===== config.mk =====
export PLATFORM = sky130hd
export DESIGN_NAME = apb_master_memif
export DESIGN_NICKNAME = d
export VERILOG_FILES = /design/src/rtl/apb_master_memif.sv
export SDC_FILE = /design/constraint.sdc
export NUM_CORES = 1
export LEC_CHECK = 0
export CORE_AREA = 5 5 97 99
export CTS_BUF_LIST = sky130_fd_sc_hd__clkbuf_4 sky130_fd_sc_hd__clkbuf_8
export DETAILED_ROUTE_END_ITERATION = 10
export DIE_AREA = 0 0 102 104
export PLACE_DENSITY = 0.84
export SLEW_MARGIN = 20
export SYNTH_ARGS = -nofsm -noshare
export SYNTH_HDL_FRONTEND = slang
export SYNTH_SLANG_ARGS = --single-unit

===== constraint.sdc =====
create_clock -name clk_i -period 3.6 [get_ports clk_i]
set_input_delay 1.08 -clock clk_i [delete_from_list [all_inputs] [get_ports clk_i]]
set_output_delay 1.08 -clock clk_i [all_outputs]
set_load 0.05 [all_outputs]

===== src/rtl/apb_master_memif.sv =====
// apb_master_memif
// ----------------
// Bridges a simple valid/ack memory request port onto an APB completer.
// A request is accepted only while the FSM sits in IDLE (mready_o). Its
// address, direction, write data and strobes are captured straight into
// the APB output registers. The APB transfer then runs through the SETUP
// and ACCESS phases. The completion is returned as a one-cycle mack_o
// pulse, carrying mrdata_o/mresp_o.
//
// Optional feature (macro APB_TIMEOUT_EN):
//   When defined, an ACCESS-phase cycle counter aborts a transfer after
//   TIMEOUT_CYCLES cycles without pready_i. The abort completes with
//   mresp_o=1 and mrdata_o=0. When undefined, ACCESS waits indefinitely
//   and no counter exists.
//
// Ports:
//   clk_i, arst_i                   clock (rising edge), async active-high reset
//   mreq_i, mready_o                request valid / block idle and ready
//   maddr_i, mwe_i, mwdata_i,       request address, write enable,
//   mstrb_i                         write data and byte strobes
//   mack_o, mrdata_o, mresp_o       completion pulse, read data, error flag
//   psel_o, penable_o, pwrite_o     APB control
//   paddr_o, pwdata_o, pstrb_o      APB address, write data, strobes
//   pready_i, prdata_i, pslverr_i   APB completer response
module apb_master_memif #(
  parameter int ADDR_WIDTH     = 5,
  parameter int DATA_WIDTH     = 32,
  parameter int TIMEOUT_CYCLES = 16
) (
  input  logic                    clk_i,
  input  logic                    arst_i,
  input  logic                    mreq_i,
  output logic                    mready_o,
  input  logic [ADDR_WIDTH-1:0]   maddr_i,
  input  logic                    mwe_i,
  input  logic [DATA_WIDTH-1:0]   mwdata_i,
  input  logic [DATA_WIDTH/8-1:0] mstrb_i,
  output logic                    mack_o,
  output logic [DATA_WIDTH-1:0]   mrdata_o,
  output logic                    mresp_o,
  output logic                    psel_o,
  output logic                    penable_o,
  output logic                    pwrite_o,
  output logic [ADDR_WIDTH-1:0]   paddr_o,
  output logic [DATA_WIDTH-1:0]   pwdata_o,
  output logic [DATA_WIDTH/8-1:0] pstrb_o,
  input  logic                    pready_i,
  input  logic [DATA_WIDTH-1:0]   prdata_i,
  input  logic                    pslverr_i
);

  localparam int STRB_WIDTH = DATA_WIDTH / 8;

  // Reject configurations that cannot work: byte strobes need whole bytes,
  // and a zero-cycle timeout would never let a transfer reach ACCESS.
  if (TIMEOUT_CYCLES < 1 || (DATA_WIDTH % 8) != 0) begin : g_param_check
    $error("apb_master_memif: DATA_WIDTH must be a multiple of 8 and TIMEOUT_CYCLES >= 1");
  end

  typedef enum logic [1:0] {
    IDLE   = 2'd0,
    SETUP  = 2'd1,
    ACCESS = 2'd2
  } state_t;

  state_t                  state;
  state_t                  state_next;
  logic                    psel_next;
  logic                    penable_next;
  logic                    pwrite_next;
  logic [ADDR_WIDTH-1:0]   paddr_next;
  logic [DATA_WIDTH-1:0]   pwdata_next;
  logic [STRB_WIDTH-1:0]   pstrb_next;
  logic                    mack_next;
  logic [DATA_WIDTH-1:0]   mrdata_next;
  logic                    mresp_next;

`ifdef APB_TIMEOUT_EN
  localparam int TIMER_WIDTH = $clog2(TIMEOUT_CYCLES + 1);
  localparam logic [TIMER_WIDTH-1:0] TIMER_LAST = TIMER_WIDTH'(TIMEOUT_CYCLES - 1);

  logic [TIMER_WIDTH-1:0] timer;
  logic [TIMER_WIDTH-1:0] timer_next;
`endif

  // The only combinational output: ready whenever no transfer is in flight.
  assign mready_o = (state == IDLE);

  // Next-state and next-output logic. Every registered output holds its
  // value by default, so APB address, data and strobes stay stable through
  // SETUP/ACCESS and keep their last value in IDLE. mack_o is the exception:
  // it defaults low so that it can only ever be a single-cycle pulse.
  always_comb begin
    state_next   = state;
    psel_next    = psel_o;
    penable_next = penable_o;
    pwrite_next  = pwrite_o;
    paddr_next   = paddr_o;
    pwdata_next  = pwdata_o;
    pstrb_next   = pstrb_o;
    mack_next    = 1'b0;
    mrdata_next  = mrdata_o;
    mresp_next   = mresp_o;
`ifdef APB_TIMEOUT_EN
    timer_next   = '0;
`endif

    case (state)
      IDLE: begin
        if (mreq_i) begin
          state_next   = SETUP;
          psel_next    = 1'b1;
          penable_next = 1'b0;
          pwrite_next  = mwe_i;
          paddr_next   = maddr_i;
          // Reads drive no strobes and leave the write data bus untouched.
          if (mwe_i) begin
            pwdata_next = mwdata_i;
            pstrb_next  = mstrb_i;
          end else begin
            pstrb_next  = '0;
          end
        end
      end

      SETUP: begin
        state_next   = ACCESS;
        penable_next = 1'b1;
      end

      ACCESS: begin
        if (pready_i) begin
          state_next   = IDLE;
          psel_next    = 1'b0;
          penable_next = 1'b0;
          mack_next    = 1'b1;
          mrdata_next  = pwrite_o ? '0 : prdata_i;
          mresp_next   = pslverr_i;
`ifdef APB_TIMEOUT_EN
        end else if (timer == TIMER_LAST) begin
          // This is the last ACCESS cycle allowed. Abandon the transfer
          // and report it as an error with no data.
          state_next   = IDLE;
          psel_next    = 1'b0;
          penable_next = 1'b0;
          mack_next    = 1'b1;
          mrdata_next  = '0;
          mresp_next   = 1'b1;
        end else begin
          timer_next   = timer + 1'b1;
`endif
        end
      end

      default: begin
        state_next   = IDLE;
        psel_next    = 1'b0;
        penable_next = 1'b0;
      end
    endcase
  end

  // State and output registers. Reset clears everything immediately,
  // which also aborts any transfer in flight without a completion pulse.
  always_ff @(posedge clk_i or posedge arst_i) begin
    if (arst_i) begin
      state     <= IDLE;
      psel_o    <= 1'b0;
      penable_o <= 1'b0;
      pwrite_o  <= 1'b0;
      paddr_o   <= '0;
      pwdata_o  <= '0;
      pstrb_o   <= '0;
      mack_o    <= 1'b0;
      mrdata_o  <= '0;
      mresp_o   <= 1'b0;
`ifdef APB_TIMEOUT_EN
      timer     <= '0;
`endif
    end else begin
      state     <= state_next;
      psel_o    <= psel_next;
      penable_o <= penable_next;
      pwrite_o  <= pwrite_next;
      paddr_o   <= paddr_next;
      pwdata_o  <= pwdata_next;
      pstrb_o   <= pstrb_next;
      mack_o    <= mack_next;
      mrdata_o  <= mrdata_next;
      mresp_o   <= mresp_next;
`ifdef APB_TIMEOUT_EN
      timer     <= timer_next;
`endif
    end
  end

endmodule


# After elaboration in Yosys (flattened, before gate mapping)
# Cells that the tools add are included.
# totals
wordCells	33
latchBits	0
mem_count	0
romBits	0
register_bits	80
in_bits	79
ramBits	0
output_inout_bits	79
# classes
order_cmp	0
mux	12
n_shift	0
n_eq_ne	4
n_bitwise	1
add_sub_neg	0
mul	0
div	0
n_reduce_logical	6
# op_table
cell	n
2-to-1 mux 32 bit	1
one-hot mux 1 bit (3 select lines)	2
one-hot mux 2 bit (3 select lines)	1
AND reduction 2 bit	3
AND reduction 3 bit	2
2-to-1 mux 1 bit	5
2-to-1 mux 2 bit	2
2-to-1 mux 4 bit	1
!= test 2 bit (second input constant)	2
== test 2 x 1 -> 1 bit (second input constant)	1
== test 2 bit (second input constant)	1
logical NOT 2 bit	1
inverter 1 bit	1

# Logic depth before layout (Yosys ltp)
# Gate-level depths: netlist of the first run.
# depth
ltp_word	3
ltp_mapped	5
depth_no_buf	3

# Worst setup path after synthesis of the first run
# OpenSTA, ideal clock, no wires.
# synth_path
path_kind	register to output
from	register state[1]
to	output port mready_o
stages_incl_launch_ff	2
setup_slack_ns	1.388
t_arrival_ns	1.132
required_time_ns	2.520
path_cell_list	dfrtp_1 nor2_2
# synth_between
elab_chain_len	1
# synth_rtl
item	line	source
start, declared	66	state_t state;
start signal, assigned	181	state <= state_next;
logical NOT 2 bit	87	assign mready_o = (state == IDLE);
end, declared	33	output logic mready_o,
# Every way passes these cells.

# Final worst setup path of the first run
# Ends and elaborated chain as after synthesis.

==> impl_summary.md, run 1 <==
Outcome
The flow ran to the end, and the final reports show no timing, DRC or antenna violations.

Global routing
The number of global-route vias before repair was about 2500. The number of antenna violations at the first check in global routing was 0. The pin count of the biggest net entering global routing is 43. In the global route stage, overall resource usage came out at 15.54%. Summed over all layers, the global routing overflow is 0. The global-route wire length before repair is around 13 mm.

Final layout
The net count of the finished layout is around 490. In the final layout, flip-flops and latches occupy 1977 sq um. In the layout the commonest cells are sky130_fd_sc_hd__clkdlybuf4s50_1 (157), sky130_fd_sc_hd__dfrtp_1 (79), sky130_fd_sc_hd__nand2_1 (42). In the final layout, the share of cells above drive strength 1 is 14.42%. The area occupied by multi-input gates is between 1000 and 1500 sq um. 0 antenna diodes ended up in the layout.

The library cell used most frequently in the layout, excluding fill and tap cells, is sky130_fd_sc_hd__clkdlybuf4s50_1. The layout has around 680 filler cells. The signed area change from the synthesized netlist to the final layout is 55.72%.

Placed design
Before CTS, the worst setup slack after placement is 0.7568 ns. During placement, the flow inserted port buffers numbering ~160. The wire-length estimate of the detail-placed layout is 6.227 mm. The final RePlAce weighted congestion is slightly above 0.7.

CTS
The number of levels the H-tree was split into is 3. After clock tree synthesis, the clock-pin slew on the worst setup and hold paths is 0.07 ns. After clock tree synthesis, the flow added hold-fix buffers numbering 0. The CTS tree is done. The clock tree root buffer cell is sky130_fd_sc_hd__clkbuf_8. The clock buffer count from CTS is 9. The clock latency on the worst-skew pair is ~0.34 ns. The number of gates resized after CTS was 0. The total setup buffers inserted after CTS is 0. Counting every sink on the clock net gives ~80. The maximum clock path buffer count is 2.

STA
The worst hold slack is 0.4819 ns. Based on the critical path, the design can be clocked at up to around 0.35 GHz. Setup repair after global routing left no endpoint under its margin.

The worst setup margin is ~0.75 ns. Subtracting the final worst setup slack from the clock period gives about 2.9 ns. Setup total negative slack on the finished layout was measured at 0 ns. At the pin with the least slew margin, the transition time is 0.7369 ns. The number of setup violations in the final report is 0. The hold violation count in the final report is 0. The final-report max-slew violation count was 0. Measured against its own limit, the worst slew margin works out to just over 50%. The post-route fraction of the period consumed by the critical path is 79.21%. For the final database, setup skew stands at about 0.008 ns.

Worst setup path
The worst setup path is captured at a primary output. The critical path data arrival time is 1.77 ns. Walking the worst path, the cells encountered are nor2_2 -> clkdlybuf4s50_1. Along the worst path, the maximum fanout reaches 7. The kind of start point of the critical path is a register. The slowest stage of the critical path is the sky130_fd_sc_hd__clkdlybuf4s50_1 cell.

The required time at the endpoint of the critical path is approximately 2.5 ns. The worst register-to-register path begins at state[0]. The launching element of the worst setup path is state[1]. The capturing instance or port of the critical path is mready_o. The number of cells on the worst reg-to-reg path is 4.

The critical path in this run is classified as register to primary output. In this run the critical register-to-register path is captured at mrdata_o[2]. For this run, the slowest stage of the critical path takes approximately 0.83 ns. Across all register-to-register paths, the minimum setup slack is about 1.8 ns.

Routing
The routed wire length per instance is approximately 16 um. Across all layers, the routed design uses between 2000 and 2500 vias. The final routed DRC violation total is 0. The via density per instance is between 4 and 5. The total wire length is around 8.2 mm. The first-pass iteration count of the detailed router is 4. The number of antenna-violating nets in the routed design is 0. The first routing iteration left 69 violations.

Yosys
Averaged over all synthesized cells, the footprint is around 13 sq um. The yosys synthesis warning count is 0. The count of cell types in the netlist is 19.

The synthesized netlist net count is around 340. The synthesized design contains between 70 and 80 register bits. The post-synthesis cell count is between 200 and 300. The total standard cell area after synthesis is between 3000 and 4000 sq um.

The register area share after synthesis is 60.68%.

Die
The floorplan step defined a die boundary enclosing between 10000 and 15000 sq um. Row generation in the floorplan step produced 34 rows. The die is 104 um tall. The initial core utilization is about two fifths. ~160 I/O pins were placed. The core region is ~8500 sq um. The floorplan step set the die width to 102 um.

Worst hold path
In this run the worst hold path is classified as register to register.

Pwr
The leakage power figure is between 2 and 2.5 nW. VDD sags by at most about 0.46 mV. The total power divided by cell area is 1093 nW/um^2.

Run
The tool flagged a number of max-cap violations equal to 0.
[cell usage after synthesis]
| cell | number | area [sq um] |
|---|---|---|
| sky130_fd_sc_hd__dfrtp_1 | 79 | 1977 |
| sky130_fd_sc_hd__nand2_1 | 42 | 157.7 |
| sky130_fd_sc_hd__o21ai_0 | 34 | 170.2 |
| sky130_fd_sc_hd__nand2b_1 | 32 | 200.2 |
| sky130_fd_sc_hd__mux2_4 | 29 | 435.4 |
| sky130_fd_sc_hd__mux2_2 | 9 | 101.4 |
| sky130_fd_sc_hd__buf_2 | 6 | 30.03 |
| sky130_fd_sc_hd__clkbuf_1 | 5 | 18.77 |
| sky130_fd_sc_hd__inv_1 | 4 | 15.01 |
| sky130_fd_sc_hd__o21ai_1 | 4 | 20.02 |
| sky130_fd_sc_hd__buf_12 | 3 | 60.06 |
| sky130_fd_sc_hd__buf_6 | 2 | 22.52 |
| sky130_fd_sc_hd__a21o_1 | 1 | 7.510 |
| sky130_fd_sc_hd__a21oi_1 | 1 | 5.000 |
| sky130_fd_sc_hd__and3_4 | 1 | 11.26 |
| sky130_fd_sc_hd__nand3b_1 | 1 | 7.510 |
| sky130_fd_sc_hd__nor2_1 | 1 | 3.750 |
| sky130_fd_sc_hd__nor2_2 | 1 | 6.260 |
| sky130_fd_sc_hd__or3b_1 | 1 | 8.760 |
[cells by family (layout without fill, tap and decap cells)]
family / after synthesis / after routing / share of synthesized area, %
simple gates: 79 / 79 / 12.14
buf+inv: 20 / 180 / 4.493
flops: 79 / 79 / 60.68
mux: 38 / 38 / 16.47
compound gates: 40 / 40 / 6.221
[how the worst min path moves through the flow]
| stage | startpoint | endpoint | slack [ns] | cells after the start |
|---|---|---|---|---|
| global route | mrdata_o[27] | mrdata_o[27] | 0.51 | 2 |
| finish | mrdata_o[14] | mrdata_o[14] | 0.48 | 2 |
| floorplan | state[0] | state[1] | 0.57 | 2 |
| CTS | mrdata_o[14] | mrdata_o[14] | 0.49 | 2 |
| global placement | mrdata_o[20] | mrdata_o[20] | 0.46 | 2 |
| detailed placement | mrdata_o[14] | mrdata_o[14] | 0.47 | 2 |
[critical path: cells and delay by family (launching register included)]
kind	cells	cell delay (ns)
AND/OR/NAND/NOR	1	0.15
flip-flops	1	0.45
buffers and inverters	1	0.83
[layer usage]
layer  track usage [%]  wire (um)
met1             18.42       3286
met2             26.74       4256
met5                 0          0
met4             5.904        106
met3             3.823        529
[power by group]
part,switching [mW],total (mW),internal (mW)
clock,0.306,0.642,0.335
combinational,2.10,3.34,1.23
sequential,0.250,1.57,1.32
total,2.66,5.55,2.89
[state kept, by name, indices dropped and copies added (netlist names)]
signal	count
mack_o	1
mrdata_o	32
mresp_o	1
paddr_o	5
psel_o	1
pstrb_o	4
pwdata_o	32
pwrite_o	1
state	2
[area by class of cell]
class,instances,share of cell area [%]
clock inverter,5,1.159
sequential,79,38.96
multi-input combinational,157,22.37
clock buffer,10,2.713
inverter,4,0.3206
timing repair buffer,161,31.81
tap,108,2.663
[per-stage QoR]
stage               cell area (sq um)  instances  utilization, %  power [mW]
global route                     5074        524           59.93       5.802
detailed placement               4877        509           57.61       4.947
CTS                              5074        524           59.93       5.613
finish                           5074        524           59.93       5.546
global placement                 4877        509           57.61       4.888
floorplan                        3258        256               -       3.813
No activity file was read; power rests on OpenSTA's default activity.
==> run 2: changes to the inputs <==
--- a/config.mk
+++ b/config.mk
@@ -5,11 +5,11 @@
 export SDC_FILE = /design/constraint.sdc
 export NUM_CORES = 1
 export LEC_CHECK = 0
-export CORE_AREA = 5 5 97 99
+export CORE_AREA = 5 5 99 101
 export CTS_BUF_LIST = sky130_fd_sc_hd__clkbuf_4 sky130_fd_sc_hd__clkbuf_8
 export DETAILED_ROUTE_END_ITERATION = 10
-export DIE_AREA = 0 0 102 104
-export PLACE_DENSITY = 0.84
+export DIE_AREA = 0 0 104 106
+export PLACE_DENSITY = 0.85
 export SLEW_MARGIN = 20
 export SYNTH_ARGS = -nofsm -noshare
 export SYNTH_HDL_FRONTEND = slang
==> constraint.sdc (replaced) <==
create_clock -name clk_i -period 2.4 [get_ports clk_i]
set_input_delay 0.72 -clock clk_i [delete_from_list [all_inputs] [get_ports clk_i]]
set_output_delay 0.72 -clock clk_i [all_outputs]
set_load 0.05 [all_outputs]
==> run 2 against run 1 <==
Global-route usage down 0.13 points. Hold slack worse by 0.0016 ns. Die area grew 3.9%. Utilization is 2.1 points lower. Total power grew 53%. Register-to-register slack got worse by 0.98 ns. Sequential cell count did not move. Design area rose by 1.8%. Sequential share of layout area shrank 0.68 points. Largest cell class unchanged. Largest power group unchanged.
==> impl_summary.md, run 2 (synthesis results as in run 1) <==
CTS
The CTS tree is done (unchanged). The maximum clock path buffer count is 2 (unchanged). The number of levels the H-tree was split into is 3 (unchanged). The quantity of gates resized following cts is 0 (unchanged). The CTS clock-pin slew for the worst setup and hold paths came to 0.09 ns (was 0.07 ns). The clock buffer count from CTS came to 9 (unchanged).

The total setup buffers inserted after CTS is 0 (unchanged). The clock latency on the worst-skew pair is 0.34 ns (about the same). The TritonCTS sink count is 79 (unchanged). The hold buffer count at CTS is 0 (unchanged).

The clock tree root buffer cell is sky130_fd_sc_hd__clkbuf_8 (unchanged).

STA
The worst path in the final design needs a cycle of 2.249 ns, including I/O delays and setup. The tightest slew margin relative to the limit is 63.61% (was 50.73%). The hold violation count in the final report is 0 (unchanged). The post-route fraction of the period consumed by the critical path is between 90% and 100%. Setup repair after global routing missed its margin: no (unchanged).

The slew at the pin closest to its max-slew limit is 0.5442 ns (was 0.7369 ns). The number of setup violations in the final report was 0 (unchanged). Timing would allow up to roughly 0.44 GHz. The post-route setup TNS is 0 ns (unchanged). The final-report max-slew violation count is 0 (unchanged). The worst-case clock skew was 0.009827 ns (was 0.008087 ns).

Final layout
The diode insertion count for antenna repair was 0 (unchanged). The fraction of layout instances using a drive strength above 1 is 15.71% (was 14.42%). The net count of the finished layout came to 495 (was 491). Commonest non-fill, non-tap cells in the layout: sky130_fd_sc_hd__clkdlybuf4s50_1 (154), sky130_fd_sc_hd__dfrtp_1 (79), sky130_fd_sc_hd__nand2_1 (42) (was sky130_fd_sc_hd__clkdlybuf4s50_1 (157), sky130_fd_sc_hd__dfrtp_1 (79), sky130_fd_sc_hd__nand2_1 (42)). Largest registers: mrdata_o x32, pwdata_o x32, paddr_o x5 (unchanged). The signed area change from the synthesized netlist to the final layout is 58.49% (was 55.72%). The commonest non-fill, non-tap cell in the layout was sky130_fd_sc_hd__clkdlybuf4s50_1 (unchanged).

Worst setup path
The largest fanout on the critical path is 2 (was 7). The slack of the worst reg-to-reg path is 0.84 ns (was 1.82 ns). The endpoint of the worst-slack reg-to-reg timing path is pwdata_o[14] (was mrdata_o[2]). The path type of the worst setup path is register to primary output (unchanged). The source of the worst register-to-register timing path is state[1] (was state[0]). The capturing instance or port of the critical path was pwdata_o[25] (was mready_o).

The count of buffering cells on the critical path with inverters included is 1 (unchanged). The endpoint class of the critical path is a primary output (unchanged). The kind of start point of the critical path is a register (unchanged).

CP cell instances: clkdlybuf4s50_1 (was nor2_2 -> clkdlybuf4s50_1). The worst reg-to-reg path cell count is 4 (unchanged). The number of gates on the worst path with buffers counted is 1 (was 2).

The library cell contributing the largest single delay on the critical path is sky130_fd_sc_hd__clkdlybuf4s50_1 (unchanged). The required time at the endpoint of the critical path is 1.68 ns (was 2.52 ns). The cell class contributing the biggest share of worst-path delay is buffers and inverters (unchanged). The launching element of the worst setup path is pwdata_o[25] (was state[1]).

The critical path data arrival time is 1.53 ns (was 1.77 ns). The peak per-stage delay on the critical path is 0.81 ns (was 0.83 ns).

Pwr
The worst vdd rail ir drop is 0.7728 mV (was 0.4594 mV). The post-layout total power is 8.485 mW (was 5.546 mW). The leakage power figure is 2.269 nW (was 2.205 nW).

The total power divided by cell area came to 1643 nW/um^2 (was 1093 nW/um^2).

Die
The number of top-level design ports is 158 (unchanged). The placeable core area is 8934 sq um (was 8466 sq um). The die footprint is 11020 sq um (was 10610 sq um).

The initial core utilization is 36.47% (was 38.49%). The height of the die is 106 um (was 104 um). The count of standard-cell rows is 35 (was 34). The die width was 104 um (was 102 um).

Placed design
The final RePlAce weighted congestion is 0.7509 (was 0.7055). The port buffer count is 157 (unchanged). The detailed placer's ending HPWL is 6.316 mm (was 6.227 mm).

Routing
The routed wire length per instance is 15.75 um (was 15.61 um). The first-pass iteration count of the detailed router is 4 (unchanged). The number of antenna-violating nets in the routed design is 0 (unchanged). The final routed DRC violation total is 0 (unchanged).

The total vias in the final route is 2386 (was 2372). The total wire length is 8.362 mm (was 8.178 mm). The via density per instance was 4.493 (was 4.527).

The iteration-0 DRC count of the detailed router is 59 (was 69).

Global routing
The number of global-route vias before repair came to 2579 (was 2482). The pin count of the biggest net entering global routing is 80 (was 43). The number of antenna violations at the first check in global routing is 0 (unchanged). The total grt overflow is 0 (unchanged). The aggregate global-route resource usage is 15.41% (was 15.54%). The global-route wire length before repair was 13.82 mm (was 12.85 mm).

Run
The number of max-cap violations is 0 (unchanged).

Worst hold path
The launch point of the worst hold path is mrdata_o[12] (was mrdata_o[14]). The worst hold path class is register to register (unchanged).

Outcome
Outcome: finished, final reports clean (unchanged).
## run 2: routing by layer
metal  vias up  global-route usage, %  routed length, um
met4         0                  5.550                168
met1      1134                  18.59               3409
met2        85                  26.00               4340
met5         -                      0                  0
met3        11                  4.797                444
li1       1156                      -                  -
## run 2: metrics by stage
step           cells  util, %  hold WS [ns]  worst slack (ns)  instance area, sq um
2_1_floorplan    256        -        0.5668            0.3088                  3262
3_3_place_gp     516    55.36        0.4612            0.2277                  4946
3_5_place_dp     516    55.36        0.4695            0.1788                  4946
4_1_cts          531    57.77        0.4870           0.01672                  5161
5_1_grt          531    57.80        0.5134           0.06779                  5164
6_report         531    57.80        0.4803            0.1510                  5164
## run 2: cell type report
| cell class | count | area (sq um) |
|---|---|---|
| repair buffers | 165 | 1679 |
| fillers | 779 | 3770 |
| clock inverters | 4 | 70.07 |
| multi-input cells | 157 | 1135 |
| flip-flops and latches | 79 | 1977 |
| inverters | 4 | 18.77 |
| well taps | 111 | 138.9 |
| clock buffers | 11 | 145.1 |
## run 2: worst min path at each step
stage | to | slack (ns) | depth (start not counted)
2_1_floorplan | state[1] | 0.57 | 2
3_3_place_gp | mrdata_o[12] | 0.46 | 2
3_5_place_dp | mrdata_o[3] | 0.47 | 2
4_1_cts | mrdata_o[12] | 0.49 | 2
5_1_grt | mrdata_o[20] | 0.51 | 2
6_report | mrdata_o[12] | 0.48 | 2
## run 2: where the power goes
group          total [mW]  internal (mW)  leakage, nW  switching (mW)
registers            2.36           1.98        0.974           0.383
clock network        1.06          0.617        0.113           0.445
logic                5.06           1.89         1.18            3.17
